<file path="src/rtl/timer_bank.sv">
// timer_bank: NCHAN programmable down-counting one-shot/periodic timers
// sharing one free-running clock prescaler.
module timer_bank #(
    parameter int WIDTH    = 16,
    parameter int NCHAN    = 4,
    parameter int PRESCALE = 12,
    parameter int CHW      = 2
) (
    input  logic                   i_clk,
    input  logic                   i_rst_n,
    input  logic                   i_wr_en,
    input  logic [CHW-1:0]         i_wr_chan,
    input  logic [WIDTH-1:0]       i_wr_data,
    input  logic                   i_wr_periodic,
    input  logic [NCHAN-1:0]       i_stop,
    output logic                   o_tick,
    output logic [NCHAN-1:0]       o_active,
    output logic [NCHAN-1:0]       o_expire,
    output logic [NCHAN*WIDTH-1:0] o_count
);
    localparam int PW = (PRESCALE > 1) ? $clog2(PRESCALE) : 1;
    localparam logic IDLE = 1'b0;
    localparam logic RUN  = 1'b1;

    logic [PW-1:0] r_pcnt;
    logic          w_tick;

    assign w_tick = (r_pcnt == PW'(PRESCALE - 1));
    assign o_tick = w_tick;

    always_ff @(posedge i_clk or negedge i_rst_n) begin
        if (!i_rst_n)
            r_pcnt <= '0;
        else
            r_pcnt <= w_tick ? '0 : r_pcnt + PW'(1);
    end

    for (genvar c = 0; c < NCHAN; c++) begin : g_chan
        logic [WIDTH-1:0] r_count;
        logic [WIDTH-1:0] r_reload;
        logic             r_mode;
        logic             r_state;
        logic             r_expire;
        logic             w_load;

        // Out-of-range channel numbers never match any c < NCHAN.
        assign w_load = i_wr_en && (i_wr_chan == CHW'(c));

        always_ff @(posedge i_clk or negedge i_rst_n) begin
            if (!i_rst_n) begin
                r_count  <= '0;
                r_reload <= '0;
                r_mode   <= 1'b0;
                r_state  <= IDLE;
                r_expire <= 1'b0;
            end else begin
                r_expire <= 1'b0;
                if (w_load) begin
                    if (i_wr_data != '0) begin
                        r_count  <= i_wr_data;
                        r_reload <= i_wr_data;
                        r_mode   <= i_wr_periodic;
                        r_state  <= RUN;
                    end else begin
                        r_count <= '0;
                        r_state <= IDLE;
                    end
                end else if (i_stop[c]) begin
                    r_count <= '0;
                    r_state <= IDLE;
                end else if (w_tick && r_state == RUN) begin
                    if (r_count > WIDTH'(1)) begin
                        r_count <= r_count - WIDTH'(1);
                    end else begin
                        r_expire <= 1'b1;
                        r_count  <= r_mode ? r_reload : '0;
                        r_state  <= r_mode ? RUN : IDLE;
                    end
                end
            end
        end

        assign o_count[c*WIDTH +: WIDTH] = r_count;
        assign o_active[c]               = r_state;
        assign o_expire[c]               = r_expire;
    end
endmodule

</file>
<file path="config.mk">
export PLATFORM = sky130hd
export DESIGN_NAME = timer_bank
export DESIGN_NICKNAME = d
export VERILOG_FILES = /design/src/rtl/timer_bank.sv
export SDC_FILE = /design/constraint.sdc
export NUM_CORES = 1
export LEC_CHECK = 0
export ABC_AREA = 0
export CAP_MARGIN = 20
export CELL_PAD_IN_SITES_DETAIL_PLACEMENT = 1
export CELL_PAD_IN_SITES_GLOBAL_PLACEMENT = 1
export CORE_MARGIN = 2
export CORE_UTILIZATION = 42
export DETAILED_ROUTE_END_ITERATION = 7
export GPL_TIMING_DRIVEN = 0
export PLACE_DENSITY = 0.87
export SYNTH_ARGS = -nofsm -noshare
export SYNTH_HDL_FRONTEND = slang
export SYNTH_SLANG_ARGS = --single-unit
</file>
<file path="constraint.sdc">
create_clock -name i_clk -period 3 [get_ports i_clk]
set_input_delay 0.6 -clock i_clk [delete_from_list [all_inputs] [get_ports i_clk]]
set_output_delay 0.6 -clock i_clk [all_outputs]
set_load 0.05 [all_outputs]
</file>
==> impl_metrics.env <==
export IMPL_cts_sinks=144
export IMPL_synth_seq_cells=144
export IMPL_setup_slack_ps=119.0
export IMPL_critPathMaxFanout=10
export IMPL_synth_fp_nets=980
export IMPL_routed_via_density=5.935
export IMPL_numCtsBuffers=17
export IMPL_holdBufCountCts=0
export IMPL_route_detailed_drc=0
export IMPL_grt_overflow_total=0
export IMPL_start_util_pct=42.46
export IMPL_placed_area_sq_um=9181
export IMPL_cts_root_buffer="clkbuf_16"
export IMPL_yosysSeqAreaShare_pct=45.68
export IMPL_finalInstanceArea_sq_um=9728
export IMPL_critPathTopFamily="simple AND/OR/NAND/NOR gates"
export IMPL_final_common_cell="nand2_1"
export IMPL_diodes=0
export IMPL_grt_usage_pct=28.30
export IMPL_finalSetupViolCount=0
export IMPL_path_class="flip-flop to flip-flop"
export IMPL_htreeDepth=4
export IMPL_synth_avg_cell_area_sq_um=8.348
export IMPL_crit_path_top_delay_cell="or4_4"
export IMPL_synth_cell_types=64
export IMPL_p_sw_w=0.001995
export IMPL_max_freq_mhz=347.1
export IMPL_maxCapViolCount=0
export IMPL_path_buf_inv=1
export IMPL_worstPathCellList="or4_4 > or4_4 > nor4_4 > buf_6 > nand3_1 > a31o_2 > a21oi_1"
export IMPL_hold_path_class="primary input to asynchronous set/reset pin"
export IMPL_clockPowerShare_pct=33.4
export IMPL_wire_per_inst_microns=21.11
export IMPL_die_height_microns=141.1
export IMPL_clock_skew_ps=13.80
export IMPL_p_comb_share_pct=24.5
export IMPL_drt_wl_total_microns=27620
export IMPL_fp_row_count=50
export IMPL_worstMarginPinSlew_ps=997.8
export IMPL_grt_max_degree=83
export IMPL_cts_max_path_buffers=2
export IMPL_cts_tree="yes"
export IMPL_drive_above_1_share_pct=7.076
export IMPL_switching_share_pct=34.64
export IMPL_worstPathArrival_ps=3210
export IMPL_synthCells=945
export IMPL_syn_area_sq_um=7889
export IMPL_period_needed_ps=2881
export IMPL_multi_input_area_sq_um=4001
export IMPL_coreArea_sq_um=18580
export IMPL_period_share_pct=96.03
export IMPL_dpl_hpwl_microns=18980
export IMPL_rsz0062_at_grt="false"
export IMPL_hold_ws_ps=151.8
export IMPL_ys_warn_count=0
export IMPL_io_buffers=97
export IMPL_synthFlopType="dfrtp_1"
export IMPL_powerDensity_nw_per_um2=592.0
export IMPL_worstSkewPairLatency_ps=440
export IMPL_cpMostUsedCell="or4_4"
export IMPL_clk_pin_slew_ps=60
export IMPL_syn_to_final_growth_pct=23.31
export IMPL_cpPeakStageDelay_ps=600
export IMPL_p_leak_nw=4.381
export IMPL_maxSlewHeadroom_pct=32.87
export IMPL_p_int_w=0.003764
export IMPL_ios=99
export IMPL_tns_ps=0
export IMPL_post_place_ws_ps=-492.8
export IMPL_final_core_util_pct=52.36
export IMPL_synth_edf_count=0
export IMPL_die_area_sq_um=19900
export IMPL_seq_power_share_pct=42.1
export IMPL_die_w_microns=141.1
export IMPL_ys_async_sr_fraction_pct=100.0
export IMPL_drv_slew=0
export IMPL_grt_antenna_before_repair=0
export IMPL_hold_viol=0
export IMPL_grt_pass1_wl_microns=44120
export IMPL_layout_nets=1098
export IMPL_place_gp_congestion=0.8764
export IMPL_worst_ep_required_time_ps=3330
export IMPL_end_kind="flip-flop"
export IMPL_dr_total_vias=7763
export IMPL_fillers=2213
export IMPL_peakVddDrop_mv=0.4225
export IMPL_mostFrequentLayoutCells="nand2_1, dfrtp_1, nor2_1"
export IMPL_status="finished, final reports clean"
export IMPL_ant_nets=0
export IMPL_grt_pass1_vias=7948
export IMPL_drtIter0Drc=690
export IMPL_seqCellArea_sq_um=3603
export IMPL_firstDrtPassIters=5
export IMPL_startpoint_type="flip-flop"
routing by layer:
| metal | GRT usage (%) | part of all wire, % | up-vias |
|---|---|---|---|
| met2 | 46.11 | 48 | 227 |
| met1 | 37.85 | 45 | 3929 |
| met5 | 0 | 0 | - |
| met3 | 4.382 | 4.3 | 67 |
| met4 | 11.74 | 3.5 | 0 |
| li1 | - | - | 3540 |
synthesized netlist by cell type (all sizes together), types with 10 or more instances:
master | count | area [sq um]
nand2 | 259 | 972.2
o211ai | 12 | 90.09
buf | 19 | 132.6
dfrtp | 144 | 3603
o31ai | 18 | 135.1
nor4 | 19 | 155.2
a31oi | 24 | 150.1
nor2 | 101 | 379.1
xnor2 | 12 | 105.1
nor3 | 17 | 85.08
a21oi | 52 | 260.3
nand4 | 10 | 68.81
nand3 | 30 | 150.1
and3 | 23 | 143.9
inv | 10 | 37.53
clkbuf | 36 | 135.1
o21ai | 19 | 95.09
and2 | 11 | 68.82
xor2 | 24 | 210.2
logic make-up (layout without fill, tap and decap cells):
family / after synthesis / after routing / synth area share, %
xor+xnor: 36 / 36 / 3.997
compound gates: 190 / 190 / 16.15
fa+ha+maj: 9 / 9 / 1.427
simple gates: 499 / 499 / 28.61
mux: 2 / 2 / 0.2696
buf+inv: 65 / 194 / 3.870
flops: 144 / 144 / 45.68
through the flow:
stage	total power [W]	instances
2_1_floorplan	0.003295	945
3_5_place_dp	0.003838	1277
3_3_place_gp	0.003782	1276
5_1_grt	0.006014	1308
4_1_cts	0.005761	1307
6_report	0.005759	1308
power by group through the flow:
stage                     Combinational [W]  Clock, W  Sequential, W
final                               0.00141   0.00192        0.00243
after CTS                           0.00141   0.00194        0.00242
after global placement              0.00135         0        0.00244
after floorplan                    0.000621         0        0.00267
after global routing                0.00153   0.00203        0.00246
after detailed placement            0.00139         0        0.00245
layout make-up:
cell class | count | area share [%]
Inverter | 10 | 0.3859
Timing Repair Buffer | 99 | 10.34
Tap cell | 234 | 3.010
Clock buffer | 24 | 4.952
Multi-Input combinational cell | 736 | 41.13
Sequential cell | 144 | 37.04
Buffer | 55 | 2.778
Clock inverter | 6 | 0.3601
registers in the layout, indices dropped and copies added (netlist names):
| register | count |
|---|---|
| r_pcnt | 4 |
| g_chan.r_count | 64 |
| g_chan.r_expire | 4 |
| g_chan.r_reload | 64 |
| g_chan.r_state | 4 |
| g_chan.r_mode | 4 |
path summary, 6_finish.rpt:
path | depth (start not counted) | start | slack, ps | to
min in group i_clk | 1 | r_pcnt[0] | 470 | r_pcnt[0]
max | 7 | g_chan[3].r_count[10] | 120 | g_chan[3].r_count[3]
max reg2reg | 7 | g_chan[3].r_count[10] | 120 | g_chan[3].r_count[3]
min reg2reg | 1 | r_pcnt[0] | 470 | r_pcnt[0]
max in group asynchronous | 2 | i_rst_n | 2000 | g_chan[0].r_count[7]
min | 1 | i_rst_n | 150 | g_chan[1].r_expire
timing repair:
| action | CTS | global route |
|---|---|---|
| setup endpoints to repair | 10 | 78 |
| setup buffers | 0 | 1 |
| pin swaps | 0 | 1 |
| resized for setup | 2 | 5 |
(Power assumes the default switching activity.)
==> variant 1: new RTL, same flow settings <==
Register the inputs `i_wr_en`, `i_wr_chan`, `i_wr_data`, `i_wr_periodic` and `i_stop` before use. The logic sees them one clock later.
--- a/src/rtl/timer_bank.sv
+++ b/src/rtl/timer_bank.sv
@@ -22,6 +22,20 @@
     localparam logic IDLE = 1'b0;
     localparam logic RUN  = 1'b1;
 
+    logic i_wr_en_q;
+    logic [CHW-1:0] i_wr_chan_q;
+    logic [WIDTH-1:0] i_wr_data_q;
+    logic i_wr_periodic_q;
+    logic [NCHAN-1:0] i_stop_q;
+
+    always_ff @(posedge i_clk) begin
+        i_wr_en_q       <= i_wr_en;
+        i_wr_chan_q     <= i_wr_chan;
+        i_wr_data_q     <= i_wr_data;
+        i_wr_periodic_q <= i_wr_periodic;
+        i_stop_q        <= i_stop;
+    end
+
     logic [PW-1:0] r_pcnt;
     logic          w_tick;
 
@@ -44,7 +58,7 @@
         logic             w_load;
 
         // Out-of-range channel numbers never match any c < NCHAN.
-        assign w_load = i_wr_en && (i_wr_chan == CHW'(c));
+        assign w_load = i_wr_en_q && (i_wr_chan_q == CHW'(c));
 
         always_ff @(posedge i_clk or negedge i_rst_n) begin
             if (!i_rst_n) begin
@@ -56,16 +70,16 @@
             end else begin
                 r_expire <= 1'b0;
                 if (w_load) begin
-                    if (i_wr_data != '0) begin
-                        r_count  <= i_wr_data;
-                        r_reload <= i_wr_data;
-                        r_mode   <= i_wr_periodic;
+                    if (i_wr_data_q != '0) begin
+                        r_count  <= i_wr_data_q;
+                        r_reload <= i_wr_data_q;
+                        r_mode   <= i_wr_periodic_q;
                         r_state  <= RUN;
                     end else begin
                         r_count <= '0;
                         r_state <= IDLE;
                     end
-                end else if (i_stop[c]) begin
+                end else if (i_stop_q[c]) begin
                     r_count <= '0;
                     r_state <= IDLE;
                 end else if (w_tick && r_state == RUN) begin
Function: changed (Yosys sat finds a counterexample within 4 cycles, from zero or initial values and one cycle with i_rst_n low).
==> variant 1 against the unedited design <==
Sequential cell count rose by 24; hold slack better by 0.086 ns; fmax shrank 2.6%; combinational power increased by 22%; setup slack worse by 0.076 ns; sequential power grew 16%; cell area increased by 9.5%; routed wire length increased by 14%; utilization rose by 0.28 points; count of clock-buffer cells in the layout is the same; total power rose by 16%; synthesized area up 10%.
==> variant 1: results (changes against the unedited design) <==
| Metric | Value |
|---|---|
| Proportion of synthesized chip area in sequential cells | `47.1% (+1.4 points)` |
| Share of final layout cell area taken by clock buffers and inverters | `5.35% (+0.034 points)` |
| Via density per instance | `6.18 (+4.2%)` |
| Status | `completed` |
| Total clock network power | `2.17 mW (+13%)` |
| Post-synthesis xor/xnor area fraction | `3.63% (-0.36 points)` |
| Worst Setup EP | `g_chan[1].r_count[0]$_DFFE_PN0P_` |
| #MultiIn Comb | `756 (+2.7%)` |
| First-pass GRT wire length | `50.0 mm (+13%)` |
| Final Net Count | `1161 (+5.7%)` |
| Maximum VDD drop | `438 uV (+3.6%)` |
| Layout inverter count without the clock tree | `15 (+5)` |
| Syn nets | `1041 (+6.2%)` |
| Crit path arrival time | `3.30 ns (+0.09 ns)` |
| Static Leak | `4.58 nW (+4.5%)` |
| Final Skew | `0.00919 ns (-0.00461 ns)` |
| Ys async rst share | `85.7% (-14 points)` |
| Transition time of the tightest slew-check pin | `1.10 ns (+0.0974 ns)` |
| Fraction of layout cells with a size suffix above 1 | `7.11% (+0.035 points)` |
| Worst setup slack before clock tree synthesis | `-0.153 ns (+0.340 ns)` |
| Post-placement cell count | `1376 (+7.8%)` |
| Fraction of area in multi-input gates | `40.3% (-0.85 points)` |
| Post-Syn Area per Cell | `8.62 sq um (+3.3%)` |
| Final GP Congestion | `0.894 (+2.0%)` |
| Largest net degree at the start of global routing | `86 (+3.6%)` |
| Number of cell instances on the worst register-to-register path | `8 (+1)` |
| Largest cells by area after synthesis | `sky130_fd_sc_hd__dfrtp_1 42%, sky130_fd_sc_hd__nand2_1 11%, sky130_fd_sc_hd__dfxtp_1 5.5%, sky130_fd_sc_hd__a21oi_1 2.8%, sky130_fd_sc_hd__xnor2_1 2.5%` |
| Switch share | `35.6% (+0.92 points)` |
| Number of fillers in the final layout | `2394 (+8.2%)` |
| Post-DP HPWL | `21.1 mm (+11%)` |
[variant 1: cell types whose count changed after synthesis, moves of 7 or more]
cell                       unedited run  this run
sky130_fd_sc_hd__nand2_1            259       252
sky130_fd_sc_hd__dfxtp_1              0        24
sky130_fd_sc_hd__clkbuf_1            36        49
sky130_fd_sc_hd__a22oi_1              6        19
sky130_fd_sc_hd__nor3_1              17        39
sky130_fd_sc_hd__mux2_2               1         8
sky130_fd_sc_hd__xor2_1              24        11
sky130_fd_sc_hd__xnor2_1             12        25
sky130_fd_sc_hd__nor2_1             101        58
sky130_fd_sc_hd__nor4_1              16        28
sky130_fd_sc_hd__and3_1              23         9
sky130_fd_sc_hd__or4_1                0        14
sky130_fd_sc_hd__a31oi_1             24        32
[variant 1: metal layers]
metal | vias up | part of all wire [%] | GRT usage (%)
met4 | 0 | 2.5 | 9.81
met5 | - | 0 | 0
met1 | 4415 | 42 | 38.5
met2 | 382 | 49 | 48.3
met3 | 72 | 6.6 | 5.68
li1 | 3841 | - | -
==> variant 2: new RTL, same settings <==
Made on the original files. Set the parameter `NCHAN` to 6 (it was 4).
--- a/src/rtl/timer_bank.sv
+++ b/src/rtl/timer_bank.sv
@@ -2,7 +2,7 @@
 // sharing one free-running clock prescaler.
 module timer_bank #(
     parameter int WIDTH    = 16,
-    parameter int NCHAN    = 4,
+    parameter int NCHAN    = 6,
     parameter int PRESCALE = 12,
     parameter int CHW      = 2
 ) (
Ports: changed (resized i_stop, o_active, o_count and o_expire); port bits go from 99 to 137. No check against the original RTL was run, so the function may have changed too.
==> variant 2 against the unedited design <==
Routed wire length increased by 44%; non-clock buffer count increased by 59; count of clock-buffer cells in the layout decreased by 2; first-iteration DRC count increased by 17%; cell area increased by 31%; total power increased by 59%; synthesized area increased by 31%; setup slack got worse by 0.033 ns; sequential cell count increased by 36; clock power increased by 18%; fmax decreased by 1.1%; critical path type is now flop to primary output; largest power group is now combinational cells.
==> variant 2: results (changes against the unedited design) <==
| Metric | Value |
|---|---|
| Global routing usage summed across all routing layers | `30.9% (+2.6 points)` |
| Tightest hold margin | `0.133 ns (-0.0190 ns)` |
| Number of cell instances on the worst register-to-register path | `7 (unchanged)` |
| Largest delay contributor family on the critical path | `buffers and inverters` |
| Number of global-route vias before repair | `11200 (+40%)` |
| Number of antenna cells inserted | `0 (unchanged)` |
| Count of cell types in the netlist | `84 (+31%)` |
| Root cell of the clock tree | `sky130_fd_sc_hd__clkbuf_16` |
| Largest cells by area after synthesis | `sky130_fd_sc_hd__dfrtp_1 44%, sky130_fd_sc_hd__nand2_1 11%, sky130_fd_sc_hd__nor2_1 3.8%, sky130_fd_sc_hd__a21oi_1 2.8%, sky130_fd_sc_hd__o21ai_0 2.7%` |
| Largest net degree at the start of global routing | `113 (+36%)` |
| Critical R2R Capture | `g_chan[5].r_count[15]$_DFFE_PN0P_` |
| First-pass GRT wire length | `63.0 mm (+43%)` |
| Final GP Congestion | `0.897 (+2.3%)` |
| Final Skew | `0.0124 ns (-0.00145 ns)` |
| Sum of routed wire length over all layers | `39.6 mm (+44%)` |
| Initial antenna violation count | `2 (+2)` |
| Proportion of synthesized chip area in sequential cells | `43.6% (-2.1 points)` |
| Worst max-slew margin expressed relative to the limit | `40.0% (+7.1 points)` |
| CP Max Fanout | `10 (unchanged)` |
| Crit Reg-Reg Startpoint | `g_chan[5].r_count[3]$_DFFE_PN0P_` |
| Highest cell delay on the worst timing path | `0.43 ns (-0.17 ns)` |
| Number of fillers in the final layout | `2969 (+34%)` |
| Cell at the slowest stage of the critical path | `sky130_fd_sc_hd__clkdlybuf4s15_2` |
| Number of cells in the finished layout apart from fillers | `1717 (+31%)` |
| Fraction of layout cells with a size suffix above 1 | `8.69% (+1.6 points)` |
| Count of buffers inserted at the top-level ports | `129 (+33%)` |
| First-pass DRT Iterations | `6 (+1)` |
| Status | `completed` |
| Total vias in the final route | `10700 (+38%)` |
| Registers with the highest flip-flop counts | `g_chan.r_count (96), g_chan.r_reload (64)` |
| Crit path arrival time | `2.31 ns (-0.90 ns)` |
| Initial DRC Count | `809 (+17%)` |
| Number of nets with antenna violations after detailed routing | `0 (unchanged)` |
| First element of the critical path | `r_pcnt[0]$_DFF_PN0_` |
| FF-to-FF setup slack | `0.19 ns (+0.07 ns)` |
| Post-DP HPWL | `27.9 mm (+47%)` |
| Worst Setup EP | `o_tick` |
| Syn nets | `1270 (+30%)` |
| Maximum VDD drop | `392 uV (-7.2%)` |
| Final Net Count | `1422 (+30%)` |
| Static Leak | `5.64 nW (+29%)` |
| Post-Syn Area per Cell | `8.41 sq um (+0.79%)` |
| Level count of the clock H-tree | `4 (unchanged)` |
| Most frequent cells after synthesis | `293 x sky130_fd_sc_hd__nand2_1, 180 x sky130_fd_sc_hd__dfrtp_1, 104 x sky130_fd_sc_hd__nor2_1, 58 x sky130_fd_sc_hd__a21oi_1, 55 x sky130_fd_sc_hd__o21ai_0` |
variant 2: final cells by class:
| cell class | count | area, sq um | area share, % |
|---|---|---|---|
| Clock buffer | 22 | 464 | 3.65 |
| Sequential cell | 180 | 4500 | 35.4 |
| Clock inverter | 9 | 105 | 0.825 |
| Multi-Input combinational cell | 946 | 5380 | 42.2 |
| Buffer | 79 | 398 | 3.13 |
| Tap cell | 324 | 405 | 3.18 |
| Timing Repair Buffer | 134 | 1390 | 10.9 |
| Inverter | 23 | 86.3 | 0.678 |
variant 2: power by group:
| part | internal (mW) | switching, mW |
|---|---|---|
| registers | 2.81 | 0.574 |
| clock network | 1.26 | 0.995 |
| logic | 1.18 | 2.31 |
| total | 5.26 | 3.88 |
variant 2: cells by family after synthesis:
family / share of synthesized area (%)
mux: 0.399
simple gates: 27.7
compound gates: 20.2
flops: 43.6
fa+ha+maj: 1.57
buf+inv: 4.65
xor+xnor: 1.95
variant 2: timing repair:
action | 4_1_cts | 5_1_grt
hold buffers | 0 | 0
gates resized for setup | 8 | 16
endpoints found under the setup margin | 68 | 73
setup buffers | 1 | 3
variant 2: per-stage QoR:
step | setup slack, ns | cell area (sq um)
2_1_floorplan | 0.423 | 10300
3_3_place_gp | -6.54 | 12000
3_5_place_dp | -0.597 | 12100
4_1_cts | 0.00153 | 12700
5_1_grt | -0.0248 | 12700
6_report | 0.0861 | 12700
variant 2: layer usage:
| layer | track usage (%) | wire length [um] | share of wire, % | up-vias |
|---|---|---|---|---|
| met5 | 0 | 0 | 0 | - |
| met4 | 11.7 | 1130 | 2.8 | 0 |
| met3 | 5.04 | 2910 | 7.3 | 78 |
| met2 | 50.6 | 18900 | 48 | 488 |
| met1 | 41.4 | 16700 | 42 | 5405 |
| li1 | - | - | - | 4718 |
